===== config.mk =====
export PLATFORM = sky130hd
export DESIGN_NAME = fetch_issue_stage
export DESIGN_NICKNAME = d
export VERILOG_FILES = /design/src/rtl/fetch_issue_stage.sv
export SDC_FILE = /design/constraint.sdc
export NUM_CORES = 1
export LEC_CHECK = 0
export CAP_MARGIN = 20
export CORE_AREA = 5 5 79 74
export CTS_BUF_LIST = sky130_fd_sc_hd__clkbuf_8
export CTS_CLUSTER_SIZE = 20
export DETAILED_ROUTE_END_ITERATION = 8
export DIE_AREA = 0 0 84 79
export GPL_ROUTABILITY_DRIVEN = 0
export PLACE_DENSITY_LB_ADDON = 0.15
export SLEW_MARGIN = 20
export SYNTH_ARGS = -nofsm -noshare
export SYNTH_HDL_FRONTEND = slang
export SYNTH_SLANG_ARGS = --single-unit

===== constraint.sdc =====
create_clock -name clk -period 2.1 [get_ports clk]
set_input_delay 0.21 -clock clk [delete_from_list [all_inputs] [get_ports clk]]
set_output_delay 0.21 -clock clk [all_outputs]
set_load 0.01 [all_outputs]

===== src/rtl/fetch_issue_stage.sv =====
// rtl/fetch_issue_stage.sv - fetch/issue front end of the accumulator processor
module fetch_issue_stage #(
    parameter logic [7:0] RESET_PC    = 8'h00,
    parameter logic [7:0] ISR_ADDR    = 8'hF0,
    parameter logic [4:0] RETI_OPCODE = 5'b11111
) (
    input  logic        clk,
    input  logic        reset,
    input  logic        start,
    input  logic        interrupt,
    output logic [7:0]  imem_addr,
    output logic        imem_rd,
    input  logic [15:0] imem_rdata,
    output logic [4:0]  instr_out,
    output logic [2:0]  addrmode_out,
    output logic [7:0]  data_out,
    output logic [7:0]  pctr_out,
    output logic        issue_valid,
    output logic        first_stage_done,
    input  logic        exec_done,
    input  logic [7:0]  next_pctr,
    output logic [7:0]  int_ret_addr
);

    typedef enum logic [2:0] {OFF, FETCH, MEMWAIT, ISSUE, EXWAIT, INTENT} stateT;

    stateT      state;
    logic [7:0] pc;
    logic       intCur;
    logic       intPrev;
    logic       intPending;
    logic       intEn;
    logic       intEdge;
    logic       takeInt;

    assign intEdge = intCur & ~intPrev;
    // A retiring RETI never vectors straight back; pending requests wait for the next boundary.
    assign takeInt = (state == EXWAIT) && exec_done && intPending && intEn
                     && (instr_out != RETI_OPCODE);

    always_ff @(posedge clk) begin
        if (reset) begin
            state            <= OFF;
            pc               <= RESET_PC;
            intCur           <= 1'b0;
            intPrev          <= 1'b0;
            intPending       <= 1'b0;
            intEn            <= 1'b1;
            imem_addr        <= 8'h00;
            imem_rd          <= 1'b0;
            instr_out        <= 5'd0;
            addrmode_out     <= 3'd0;
            data_out         <= 8'h00;
            pctr_out         <= 8'h00;
            issue_valid      <= 1'b0;
            first_stage_done <= 1'b0;
            int_ret_addr     <= 8'h00;
        end else begin
            intCur  <= interrupt;
            intPrev <= intCur;
            // A new edge in the same cycle as the clear keeps the request alive.
            intPending <= (intPending & ~takeInt) | intEdge;

            unique case (state)
                OFF: begin
                    if (start) begin
                        pc        <= RESET_PC;
                        imem_addr <= RESET_PC;
                        imem_rd   <= 1'b1;
                        state     <= FETCH;
                    end
                end
                FETCH: begin
                    imem_rd <= 1'b0;
                    state   <= MEMWAIT;
                end
                MEMWAIT: begin
                    instr_out    <= imem_rdata[15:11];
                    addrmode_out <= imem_rdata[10:8];
                    data_out     <= imem_rdata[7:0];
                    pctr_out     <= pc;
                    issue_valid  <= 1'b1;
                    state        <= ISSUE;
                end
                ISSUE: begin
                    issue_valid      <= 1'b0;
                    first_stage_done <= 1'b1;
                    state            <= EXWAIT;
                end
                EXWAIT: begin
                    if (exec_done) begin
                        first_stage_done <= 1'b0;
                        if (takeInt) begin
                            int_ret_addr <= next_pctr;
                            intEn        <= 1'b0;
                            state        <= INTENT;
                        end else begin
                            pc        <= next_pctr;
                            imem_addr <= next_pctr;
                            imem_rd   <= 1'b1;
                            state     <= FETCH;
                            if (instr_out == RETI_OPCODE) begin
                                intEn <= 1'b1;
                            end
                        end
                    end
                end
                INTENT: begin
                    pc        <= ISR_ADDR;
                    imem_addr <= ISR_ADDR;
                    imem_rd   <= 1'b1;
                    state     <= FETCH;
                end
                default: state <= OFF;
            endcase
        end
    end

endmodule


==> results by group <==
Critical path
  • R2r setup slk: about 0.19 ns
  • CP cell instances: or3b_4 -> a211oi_4 -> a2111o_1 -> mux2i_1
  • Crit-path max cell delay: 0.52 ns
  • Setup Crit Path Kind: flip-flop to flip-flop
  • Arr. time, crit path: 2.14 ns
  • Worst path required time: roughly 2.3 ns
  • Crit path launch: state[2]$_SDFFE_PP0P_
  • Critical path's slowest cell: dfxtp_1
  • Buf/Inv on CP: 0
  • RR Startpoint: state[2]$_SDFFE_PP0P_
  • R2R Path End: pc[6]$_SDFFE_PP0P_
  • CP Max Fanout: 11
  • R2R depth: 4
  • Top Family by Delay on Critical Path: compound AO/OA/AOI/OAI gates
  • Crit path launch type: flip-flop
  • Crit. End Element: flip-flop

Floorplanning
  • Die area: between 6000 and 7000 sq um
  • Die span in y: 79 um
  • Chip width: 84 um
  • Initial Utilization: between 30% and 40%
  • Top Ports: 72
  • CORE AREA: 5000 sq um
  • FP Rows: 25

Finish
  • Final layout net count: between 300 and 400
  • Final-layout fill cell count: between 400 and 500
  • Most frequent cells in the layout: clkdlybuf4s50_1, nand2_1, dfxtp_1
  • Commonest non-fill, non-tap cell in the layout: clkdlybuf4s50_1
  • Final design utilization: 55.2%
  • Sequential cell area: ~1000 sq um
  • Multi-input gate area: 836 sq um
  • Antenna fix cells: 0
  • Area growth, synth to finish: 44.6%
  • Layout cells sized above 1: between 5 and 6%
  • Final instance area: about 2800 sq um

Power and ir drop
  • Total power: roughly 1900 uW
  • Max IR drop VDD: approximately 0.0004 V
  • Internal power: roughly 1400 uW
  • Lkg Pwr: approximately 0.00097 uW
  • Power Dens Cells: ~670 nW/um^2
  • Logic gate share of total power: 17.0%
  • Switching Power: slightly below 500 uW
  • Reg power frac: 54.4%
  • Sw Share: 26.0%
  • Clock share of power: between 20% and 30%

Clock network
  • CTS-repair resized insts: 0
  • CTS Sinks: 50
  • Total CTS buffers: 5
  • CTS tree: done
  • Worst-path clk slew: 0.08 ns
  • Worst-Skew Late Latency: approximately 0.30 ns
  • H-tree depth: 2
  • Post-CTS Hold Fix Bufs: 0
  • Post-CTS Setup Bufs: 0
  • CTS Buffer Depth: 2
  • Root Driver: clkbuf_8

Routing
  • Via Count: about 1700
  • WL/cell: about 13 um
  • DR vias/cell: 4.73
  • DRC violation count after routing: 0
  • DRT antenna net count: 0
  • Total Wirelength: between 4000 and 5000 um
  • 1st-iter DRT viols: slightly above 80
  • Pre-Repair DR Iteration Count: 4

STA
  • Fin worst setup slack: between 0.15 and 0.2 ns
  • Pins Over Slew Limit: 0
  • Fmax: about 520 MHz
  • Rel. slew slack: a little over three fifths
  • Tmin final: 1.91 ns
  • Setup repair after global routing missed its margin: no
  • Hold Fails Final Rpt: 0
  • Worst-margin pin slew: between 0.5 and 0.6 ns
  • Tcrit/Tclk final: 90.9%
  • Skew final: ~0.0044 ns
  • Setup tns final: 0 ns
  • Final number of setup-violating endpoints: 0

Synthesis
  • Seq cells post-synth: 50
  • Yosys top cell area share: ~52%
  • Top cells by area, synth: dfxtp_1, nand2_1, mux2i_1
  • Syn Area/Cell: a little under 9 sq um
  • Synth Warn #: 0
  • Cell Area, Synth: around 1900 sq um
  • Syn Inst Count: 218
  • Cell taking the most area after synthesis: dfxtp_1
  • Sequential cell area fraction in the yosys report: around 52%
  • Post-Synthesis Net Count: 247
  • Yosys cell types: 26

GRT
  • Initial antenna violation count: 0
  • Vias in the first global route: approximately 1700
  • All-Layer GR Usage: 15.0%
  • Pin count of the biggest net entering global routing: 33
  • Remaining global-route overflow: 0
  • First-pass GRT wire length: 8020 um

Place
  • DP Wirelength: 3320 um
  • Dpl ws: 0.217 ns
  • IO Port Bufs: 71
  • Placed cell areas: between 2000 and 3000 sq um

Worst hold path
  • Source of the worst hold timing path: reset
  • Hold Path End: int_ret_addr[6]$_SDFFE_PP0P_
  • HP Class: primary input to flip-flop
  • WHS Path Cells: 2

Run status
  • Status: finished clean

Flow run
  • Maxcap violations: 0
## sequential cells by signal, summed over array words and instances (netlist names)
register,count
addrmode_out,3
data_out,8
first_stage_done,1
imem_rd,1
instr_out,5
intCur,1
intEn,1
intPending,1
intPrev,1
int_ret_addr,8
issue_valid,1
pc,8
pctr_out,8
state,3
## synthesized netlist by cell type
cell / number
a2111o_1: 1
a211oi_1: 2
a211oi_4: 1
a21boi_1: 1
a21oi_1: 28
a311o_1: 1
a311oi_1: 1
and4_1: 1
buf_2: 4
buf_6: 2
clkbuf_1: 8
dfxtp_1: 50
inv_1: 1
mux2i_1: 16
nand2_1: 55
nand2b_1: 13
nand3_1: 1
nor2_1: 18
nor2b_1: 3
nor3_1: 2
o21a_1: 1
o21ai_0: 4
o21ai_1: 1
o32a_1: 1
or3b_4: 1
xnor2_1: 1
## worst reg2reg max path, cell delays in order (launching register included)
cell      delay, ns
dfxtp_1        0.52
or3b_4         0.46
a211oi_4       0.23
a2111o_1       0.40
mux2i_1        0.24
## metal layers
layer / up-vias / routed length [um] / part of all wire, % / track usage [%]
li1: 861 / - / - / -
met1: 770 / 2120 / 45 / 17.6
met2: 49 / 2130 / 45 / 24.5
met3: 4 / 376 / 8.0 / 6.74
met4: 0 / 47 / 1.0 / 4.66
met5: - / 0 / 0 / 0
## layout make-up
class,count,area share [%]
repair buffers,78,27.4
flip-flops and latches,50,36.2
multi-input cells,153,30.3
well taps,67,3.03
inverters,1,0.136
clock inverters,2,0.408
clock buffers,5,2.49
## logic make-up after synthesis
logic type,after synthesis,synth area share [%]
compound gates,42,13.4
mux,16,8.38
xor+xnor,1,0.458
buf+inv,15,3.99
flops,50,52.4
simple gates,94,21.4
## worst max path at each step
stage	end	slack, ns	cells after the start
2_1_floorplan	int_ret_addr[0]$_SDFFE_PP0P_	0.61	5
4_1_cts	pc[6]$_SDFFE_PP0P_	0.19	4
3_3_place_gp	pc[1]$_SDFFE_PP0P_	0.27	4
3_5_place_dp	pc[6]$_SDFFE_PP0P_	0.22	4
5_1_grt	pc[6]$_SDFFE_PP0P_	0.08	4
6_report	pc[6]$_SDFFE_PP0P_	0.19	4
## power by group through the flow
stage	sequential, uW	combinational (uW)	clock [uW]
2_1_floorplan	1040	151	0
3_3_place_gp	1030	317	0
3_5_place_dp	1030	318	0
4_1_cts	1010	319	549
5_1_grt	1020	346	600
6_report	1010	315	532
## per-stage QoR
| stage | hold slack [ns] | cells |
|---|---|---|
| floorplan | 0.338 | 218 |
| global placement | 0.442 | 349 |
| detailed placement | 0.446 | 349 |
| CTS | 0.390 | 356 |
| global route | 0.404 | 356 |
| finish | 0.387 | 356 |
Note: power is estimated with default switching activity, not from simulation.
